File: src/rtl/wwd_output_queue.sv
// Output queue between CPU WWD retirements and the LED/output_port display.
// Buffers WWD results in a circular FIFO and shows them one at a time, timed or stepped.
module wwd_output_queue #(
  parameter int DEPTH       = 4,
  parameter int HOLD_CYCLES = 8
) (
  input  logic                     clk,
  input  logic                     reset_cpu_n,
  input  logic                     wwd_valid,
  input  logic [15:0]              wwd_data,
  input  logic [7:0]               wwd_pc,
  input  logic                     auto_mode,
  input  logic                     step,
  input  logic                     clear_ovf,
  output logic [15:0]              disp_data,
  output logic [7:0]               disp_pc,
  output logic                     disp_valid,
  output logic [$clog2(DEPTH):0]   count,
  output logic                     cpu_stall,
  output logic                     overflow,
  output logic                     state_dbg
);

  localparam int AW = $clog2(DEPTH);
  localparam int CW = AW + 1;
  localparam int TW = $clog2(HOLD_CYCLES);
  localparam logic [TW-1:0] TIMER_LAST = TW'(HOLD_CYCLES - 1);
  localparam logic [CW-1:0] COUNT_FULL = CW'(DEPTH);

  typedef enum logic {
    IDLE = 1'b0,
    SHOW = 1'b1
  } state_t;

  state_t        state, state_nxt;
  logic [TW-1:0] timer, timer_nxt;
  logic [AW-1:0] wr_ptr, rd_ptr;
  logic [23:0]   mem [DEPTH];
  logic          release_now;
  logic          pop;
  logic          push;
  logic          drop;

  // Pop decisions use the pre-edge count, so a same-cycle push into an empty
  // queue is never shown until the following cycle.
  always_comb begin
    state_nxt   = state;
    timer_nxt   = timer;
    release_now = 1'b0;
    pop         = 1'b0;
    case (state)
      IDLE: begin
        if (count != '0) begin
          pop       = 1'b1;
          timer_nxt = '0;
          state_nxt = SHOW;
        end
      end
      SHOW: begin
        // Timer saturates so a long manual hold never wraps into a false auto release.
        if (timer != TIMER_LAST) timer_nxt = timer + TW'(1);
        release_now = auto_mode ? (timer == TIMER_LAST) : step;
        if (release_now) begin
          timer_nxt = '0;
          if (count != '0) pop = 1'b1;
          else             state_nxt = IDLE;
        end
      end
      default: state_nxt = IDLE;
    endcase
  end

  assign push       = wwd_valid && ((count != COUNT_FULL) || pop);
  assign drop       = wwd_valid && !push;
  assign cpu_stall  = (count == COUNT_FULL);
  assign disp_valid = (state == SHOW);
  assign state_dbg  = (state == SHOW);

  always_ff @(posedge clk or negedge reset_cpu_n) begin
    if (!reset_cpu_n) begin
      state     <= IDLE;
      timer     <= '0;
      wr_ptr    <= '0;
      rd_ptr    <= '0;
      count     <= '0;
      disp_data <= '0;
      disp_pc   <= '0;
      overflow  <= 1'b0;
    end else begin
      state <= state_nxt;
      timer <= timer_nxt;
      if (push) wr_ptr <= wr_ptr + AW'(1);
      if (pop) begin
        rd_ptr    <= rd_ptr + AW'(1);
        disp_data <= mem[rd_ptr][23:8];
        disp_pc   <= mem[rd_ptr][7:0];
      end
      case ({push, pop})
        2'b10:   count <= count + CW'(1);
        2'b01:   count <= count - CW'(1);
        default: count <= count;
      endcase
      if (drop)           overflow <= 1'b1;
      else if (clear_ovf) overflow <= 1'b0;
    end
  end

  // Storage is not reset; the pointers/count guarantee only written entries are read.
  always_ff @(posedge clk) begin
    if (push) mem[wr_ptr] <= {wwd_data, wwd_pc};
  end

endmodule

File: config.mk
export PLATFORM = sky130hd
export DESIGN_NAME = wwd_output_queue
export DESIGN_NICKNAME = d
export VERILOG_FILES = /design/src/rtl/wwd_output_queue.sv
export SDC_FILE = /design/constraint.sdc
export NUM_CORES = 1
export LEC_CHECK = 0
export ABC_AREA = 0
export CAP_MARGIN = 20
export CORE_UTILIZATION = 25
export DETAILED_ROUTE_END_ITERATION = 16
export PLACE_DENSITY = 0.45
export REMOVE_ABC_BUFFERS = 1
export SLEW_MARGIN = 40
export SYNTH_ARGS = -nofsm -noshare
export SYNTH_HDL_FRONTEND = slang
export SYNTH_SLANG_ARGS = --single-unit
File: constraint.sdc
create_clock -name clk -period 5 [get_ports clk]
set_input_delay 0.75 -clock clk [delete_from_list [all_inputs] [get_ports clk]]
set_output_delay 0.75 -clock clk [all_outputs]
set_load 0.1 [all_outputs]
Word level (Yosys, flattened, before mapping)
Memories as Yosys holds them, arrays and structs flattened. A register that Yosys moved wholly into a read port is not among the register bits.
Index checks and enable logic that the tools add are counted.
W data, S select, Z words.
{"block": "word_totals", "ff_bits": 12, "latchBits": 0, "ramBits": 96, "romBits": 0, "inputBits": 30, "output_inout_bits": 31, "elab_cells": 45, "mem_count": 1}
{"memory": "mem", "depth": 4, "width": 24, "read_ports": 1, "rd_clocked_by_memory_dff": 1, "write_ports": 1, "line": "38", "rtl": "logic [23:0] mem [DEPTH];"}
{"block": "op_classes", "add_sub_neg": 5, "n_mul": 0, "div_mod_pow": 0, "n_lt_le_gt_ge": 0, "eq_ne": 8, "shift": 0, "muxes": 15, "n_bitwise": 1, "n_reduce_logical": 9}
{"op": "$pmux W3 S2", "n": 2}
{"op": "$mux W3", "n": 3}
{"op": "$mux W1", "n": 8}
{"op": "$add A3 B1 Y3 const B", "n": 2}
{"op": "$eq A3 B3 Y1 const B", "n": 2}
{"op": "$ne A3 B3 Y1 const B", "n": 2}
{"op": "$add A2 B1 Y2 const B", "n": 2}
{"op": "$pmux W1 S2", "n": 2}
{"op": "$reduce_bool A2 Y1", "n": 2}
{"op": "$ne A3 B1 Y1 const B", "n": 1}
{"op": "$reduce_bool A3 Y1", "n": 1}
{"op": "$sub A3 B1 Y3 const B", "n": 1}
{"op": "$eq A2 B1 Y1 const B", "n": 1}
{"op": "$eq A2 B2 Y1 const B", "n": 1}
{"op": "$logic_and A1 B1 Y1", "n": 2}
{"op": "$logic_not A1 Y1", "n": 2}
{"op": "$ne A2 B2 Y1 const B", "n": 1}
{"op": "$reduce_and A2 Y1", "n": 1}
{"op": "$logic_or A1 B1 Y1", "n": 1}
{"op": "$not A1 Y1", "n": 1}

Logic depth before layout (Yosys ltp)
{"block": "depth", "ltp_word": 9, "mapped_depth": 11, "depth_no_buf": 10}

Worst setup path after synthesis
No wires, ideal clock.
{"block": "synth_path", "kind": "reg-to-reg", "start": "reg count[1]", "end": "mem mem[0][0], enable pin", "setup_ns": 0.383, "arrival_time_ns": 2.741, "t_required_ns": 4.617, "setup_slack_ns": 1.876, "stages_incl_launch_ff": 5, "path_buffers": 0, "synth_period_minus_slack_ns": 3.124, "cell_sequence": "dfrtp_1 -> nor2_1 -> and2_1 -> a21oi_2 -> and2_1"}
{"block": "synth_between", "elab_chain_cells": 8, "elab_cells_between_ends": 9, "classes_between": "1 x eq/ne; 5 x mux; 3 x reduce/logical"}
{"item": "start: declaration", "line": "18", "rtl": "output logic [$clog2(DEPTH):0] count,"}
{"item": "start signal: assignment", "line": "99", "rtl": "2'b10: count <= count + CW'(1);"}
{"item": "start signal: assignment", "line": "100", "rtl": "2'b01: count <= count - CW'(1);"}
{"item": "start signal: assignment", "line": "101", "rtl": "default: count <= count;"}
{"item": "$reduce_bool A3 Y1", "line": "53, 65"}
{"item": "$mux W1", "line": "53, 65"}
{"item": "$mux W1", "line": "63", "rtl": "if (release_now) begin"}
{"item": "$pmux W1 S2", "line": "51", "rtl": "case (state)"}
{"item": "$logic_or A1 B1 Y1 *", "line": "73", "rtl": "assign push = wwd_valid && ((count != COUNT_FULL) || pop);"}
{"item": "$logic_and A1 B1 Y1 *", "line": "73"}
{"item": "$mux W1 *", "line": "110", "rtl": "if (push) mem[wr_ptr] <= {wwd_data, wwd_pc};"}
{"item": "$mux W1 (implied by the code) *", "line": "110"}
{"item": "end: declaration", "line": "38"}
Every way passes the cells marked *; elsewhere a longest branch is shown, timed or not.

Worst setup path in the final report
{"block": "layout_path", "start": "in auto_mode", "end": "reg count[2]"}
{"block": "layout_between", "elab_chain_cells": 7, "elab_cells_between_ends": 9, "classes_between": "2 x eq/ne; 4 x mux; 3 x reduce/logical"}
{"item": "start: declaration", "line": "12", "rtl": "input logic auto_mode,"}
{"item": "$mux W1 *", "line": "62", "rtl": "release_now = auto_mode ? (timer == TIMER_LAST) : step;"}
{"item": "$mux W1 *", "line": "63"}
{"item": "$pmux W1 S2 *", "line": "51"}
{"item": "$logic_or A1 B1 Y1", "line": "73"}
{"item": "$logic_and A1 B1 Y1", "line": "73"}
{"item": "$eq A2 B1 Y1 / $eq A2 B2 Y1 (equally long branches)", "line": "98", "rtl": "case ({push, pop})"}
{"item": "$pmux W3 S2 / $reduce_bool A2 Y1 (equally long branches)"}
Marked as above.
A chain may end at the register's enable or synchronous reset.

==> flow_metrics.env <==
export IMPL_syn_area_um2=5190
export IMPL_period_needed_ns=2.81
export IMPL_cp_end_kind="register"
export IMPL_cpPeakStageDelay_ns=0.52
export IMPL_port_buffer_count=60
export IMPL_seq_area_um2=3790
export IMPL_first_global_vias=2716
export IMPL_setup_viol=0
export IMPL_ant_nets=0
export IMPL_drc=0
export IMPL_firstDrtPassIters=4
export IMPL_synthAdderAreaFrac_pct=1.83
export IMPL_ctsLongestPathBuffers=2
export IMPL_rsz0062_at_grt="false"
export IMPL_crit_arrival_ns=3.14
export IMPL_status="finished clean"
export IMPL_routed_wl_mm=9.76
export IMPL_cts_setup_buffers=0
export IMPL_slowest_stage="clkdlybuf4s50_1"
export IMPL_syn_inst=248
export IMPL_synth_compound_area_share_pct=2.39
export IMPL_clock_sinks=132
export IMPL_cts_hold_buf=0
export IMPL_vias_per_cell=4.11
export IMPL_fill_cells=1999
export IMPL_max_freq_mhz=356
export IMPL_ys_types=41
export IMPL_wl_per_cell_um=16.2
export IMPL_antenna_found_initial=0
export IMPL_h_tree_depth=4
export IMPL_finalNetCount=356
export IMPL_antenna_cells=0
export IMPL_grt_pass1_wl_mm=15.6
export IMPL_final_max_slew_viol_count=0
export IMPL_dieArea_um2=21300
export IMPL_worstSkewPairLatency_ns=0.41
export IMPL_crit_required_ns=5.32
export IMPL_synth_avg_cell_area_um2=20.9
export IMPL_crit_fanout=27
export IMPL_path_clk_slew_ns=0.06
export IMPL_cts_root_buf="clkbuf_16"
export IMPL_tns_ns=0
export IMPL_die_height_um=146
export IMPL_vias=2477
export IMPL_relSlewSlack_pct=52.4
export IMPL_track_usage_pct=9.99
export IMPL_yosysSeqAreaShare_pct=72.9
export IMPL_grt_max_degree=37
export IMPL_multi_input_area_um2=1310
export IMPL_ys_warn_count=0
export IMPL_grt_overflow=0
export IMPL_numCtsBuffers=17
export IMPL_synth_xor_area_share_pct=0.844
export IMPL_ios=61
export IMPL_num_rows=52
export IMPL_hold_viol=0
export IMPL_cts_resized=0
export IMPL_crit_type="in -> reg"
export IMPL_min_period_over_period_pct=56.2
export IMPL_start_kind="input pin"
export IMPL_place_ws_ns=1.76
export IMPL_muxShareOfSynthArea_pct=17.3
export IMPL_place_congestion=0.720
export IMPL_tightest_slew_ns=0.714
export IMPL_cap_viol_max_count=0
export IMPL_ys_seq_elements=132
export IMPL_skew_ns=0.00576
export IMPL_core_area_um2=20300
export IMPL_synth_top_family_by_area="multiplexers"
export IMPL_worstPathCellList="clkdlybuf4s50_1, nand2_2, a31oi_4, buf_4, nand2_1, fa_1, nor2b_1, nand4_1, o31a_1, o211ai_1"
export IMPL_drt_iter0_drc=199
export IMPL_area_delta_synth_final_pct=26.0
export IMPL_initial_core_util_pct=25.6
export IMPL_die_w_um=146
export IMPL_drive_gt1_share_pct=38.3
export IMPL_yosys_area_share_simple_pct=2.75
export IMPL_cts_tree="yes"
export IMPL_fin_ws_ns=2.19
export IMPL_hpwl_mm=5.86
export IMPL_hold_class="in -> async"
==> flip-flops by register name, indices dropped and copies added, names as in the netlist <==
| name | count |
|---|---|
| mem | 96 |
| disp_data | 16 |
| disp_pc | 8 |
| count | 3 |
| timer | 3 |
| rd_ptr | 2 |
| wr_ptr | 2 |
| disp_valid | 1 |
| overflow | 1 |
==> cells by family after synthesis <==
kind of cell | count (synthesis)
xor+xnor | 5
simple gates | 24
fa+ha+maj | 7
compound gates | 13
flops | 132
buf+inv | 16
mux | 51
==> final cells by class <==
cell class,instances,share of cell area (%)
clock inverter,13,2.78
multi-input combinational,100,20.0
timing repair buffer,62,7.00
tap,270,5.17
clock buffer,19,6.78
sequential,132,57.9
inverter,6,0.344
==> critical path: cells and delay by family <==
kind | cells | cell delay (ns)
adders and majority gates | 1 | 0.39
and+or+nand+nor | 4 | 0.55
buffers and inverters | 2 | 0.96
AOI/OAI and AO/OA | 3 | 0.47
==> synth_stat cells, drive strengths merged <==
master	n	area, µm²
ha	6	75.1
a2bb2oi	1	8.76
and2	5	31.3
nor2	4	15.0
a211o	1	8.76
xnor2	3	26.3
nand2b	2	20.0
clkbuf	1	3.75
o211ai	2	15.0
a31oi	1	21.3
fa	1	20.0
dfrtp	36	901
buf	9	76.3
mux4	24	541
nand4	1	6.26
o22ai	1	6.26
nor3b	1	7.51
inv	6	22.5
a21oi	1	8.76
o21ai	1	5.00
mux2	27	357
o31a	1	8.76
a2111oi	1	15.0
a22o	2	17.5
edfxtp	96	2880
nor2b	1	6.26
nand2	6	25.0
xor2	2	17.5
nor3	2	15.0
and3	1	11.3
nand3	1	5.00
a311oi	1	8.76
==> final timing paths <==
| path | start | endpoint | slack, ns | cells after the start |
|---|---|---|---|---|
| max | auto_mode | count[2] | 2.19 | 10 |
| min | reset_cpu_n | disp_pc[5] | 0.32 | 1 |
| max reg2reg | timer[0] | count[2] | 2.32 | 11 |
| min reg2reg | disp_data[13] | disp_data[13] | 0.50 | 1 |
| max in group asynchronous | reset_cpu_n | rd_ptr[0] | 4.28 | 1 |
| min in group clk | disp_data[13] | disp_data[13] | 0.50 | 1 |
==> cells in the final DEF (no fill, tap or decap), types with 2 or more instances in the layout <==
master	Yosys	final
edfxtp_1	96	96
dfrtp_1	36	35
buf_2	1	31
clkdlybuf4s50_1	0	28
mux4_2	24	24
clkbuf_16	0	17
mux2_4	14	14
mux2_2	12	12
ha_1	6	6
inv_1	5	5
nand2_1	5	5
nor2_1	4	4
and2_2	0	4
bufinv_16	0	4
xnor2_1	3	3
clkinv_2	0	3
clkinv_4	0	3
buf_4	3	3
xor2_1	2	2
o211ai_1	2	2
a22o_1	2	2
==> stage by stage <==
| step | util [%] | cell area (µm²) | hold slack [ns] | instances |
|---|---|---|---|---|
| floorplan | - | 5110 | 0.454 | 238 |
| global placement | 29.9 | 6060 | 0.493 | 570 |
| detailed placement | 29.1 | 5910 | 0.493 | 570 |
| CTS | 32.2 | 6540 | 0.331 | 602 |
| global route | 32.2 | 6540 | 0.344 | 602 |
| finish | 32.2 | 6540 | 0.321 | 602 |
==> routing by layer <==
metal / wire length [µm] / global-route usage [%]
met3: 377 / 3.69
met5: 0 / 0
met1: 4370 / 12.2
met4: 130 / 3.96
met2: 4880 / 16.0
Power is not shown: default switching activity piles up to over one toggle a cycle in this logic, so the estimate is an artifact.
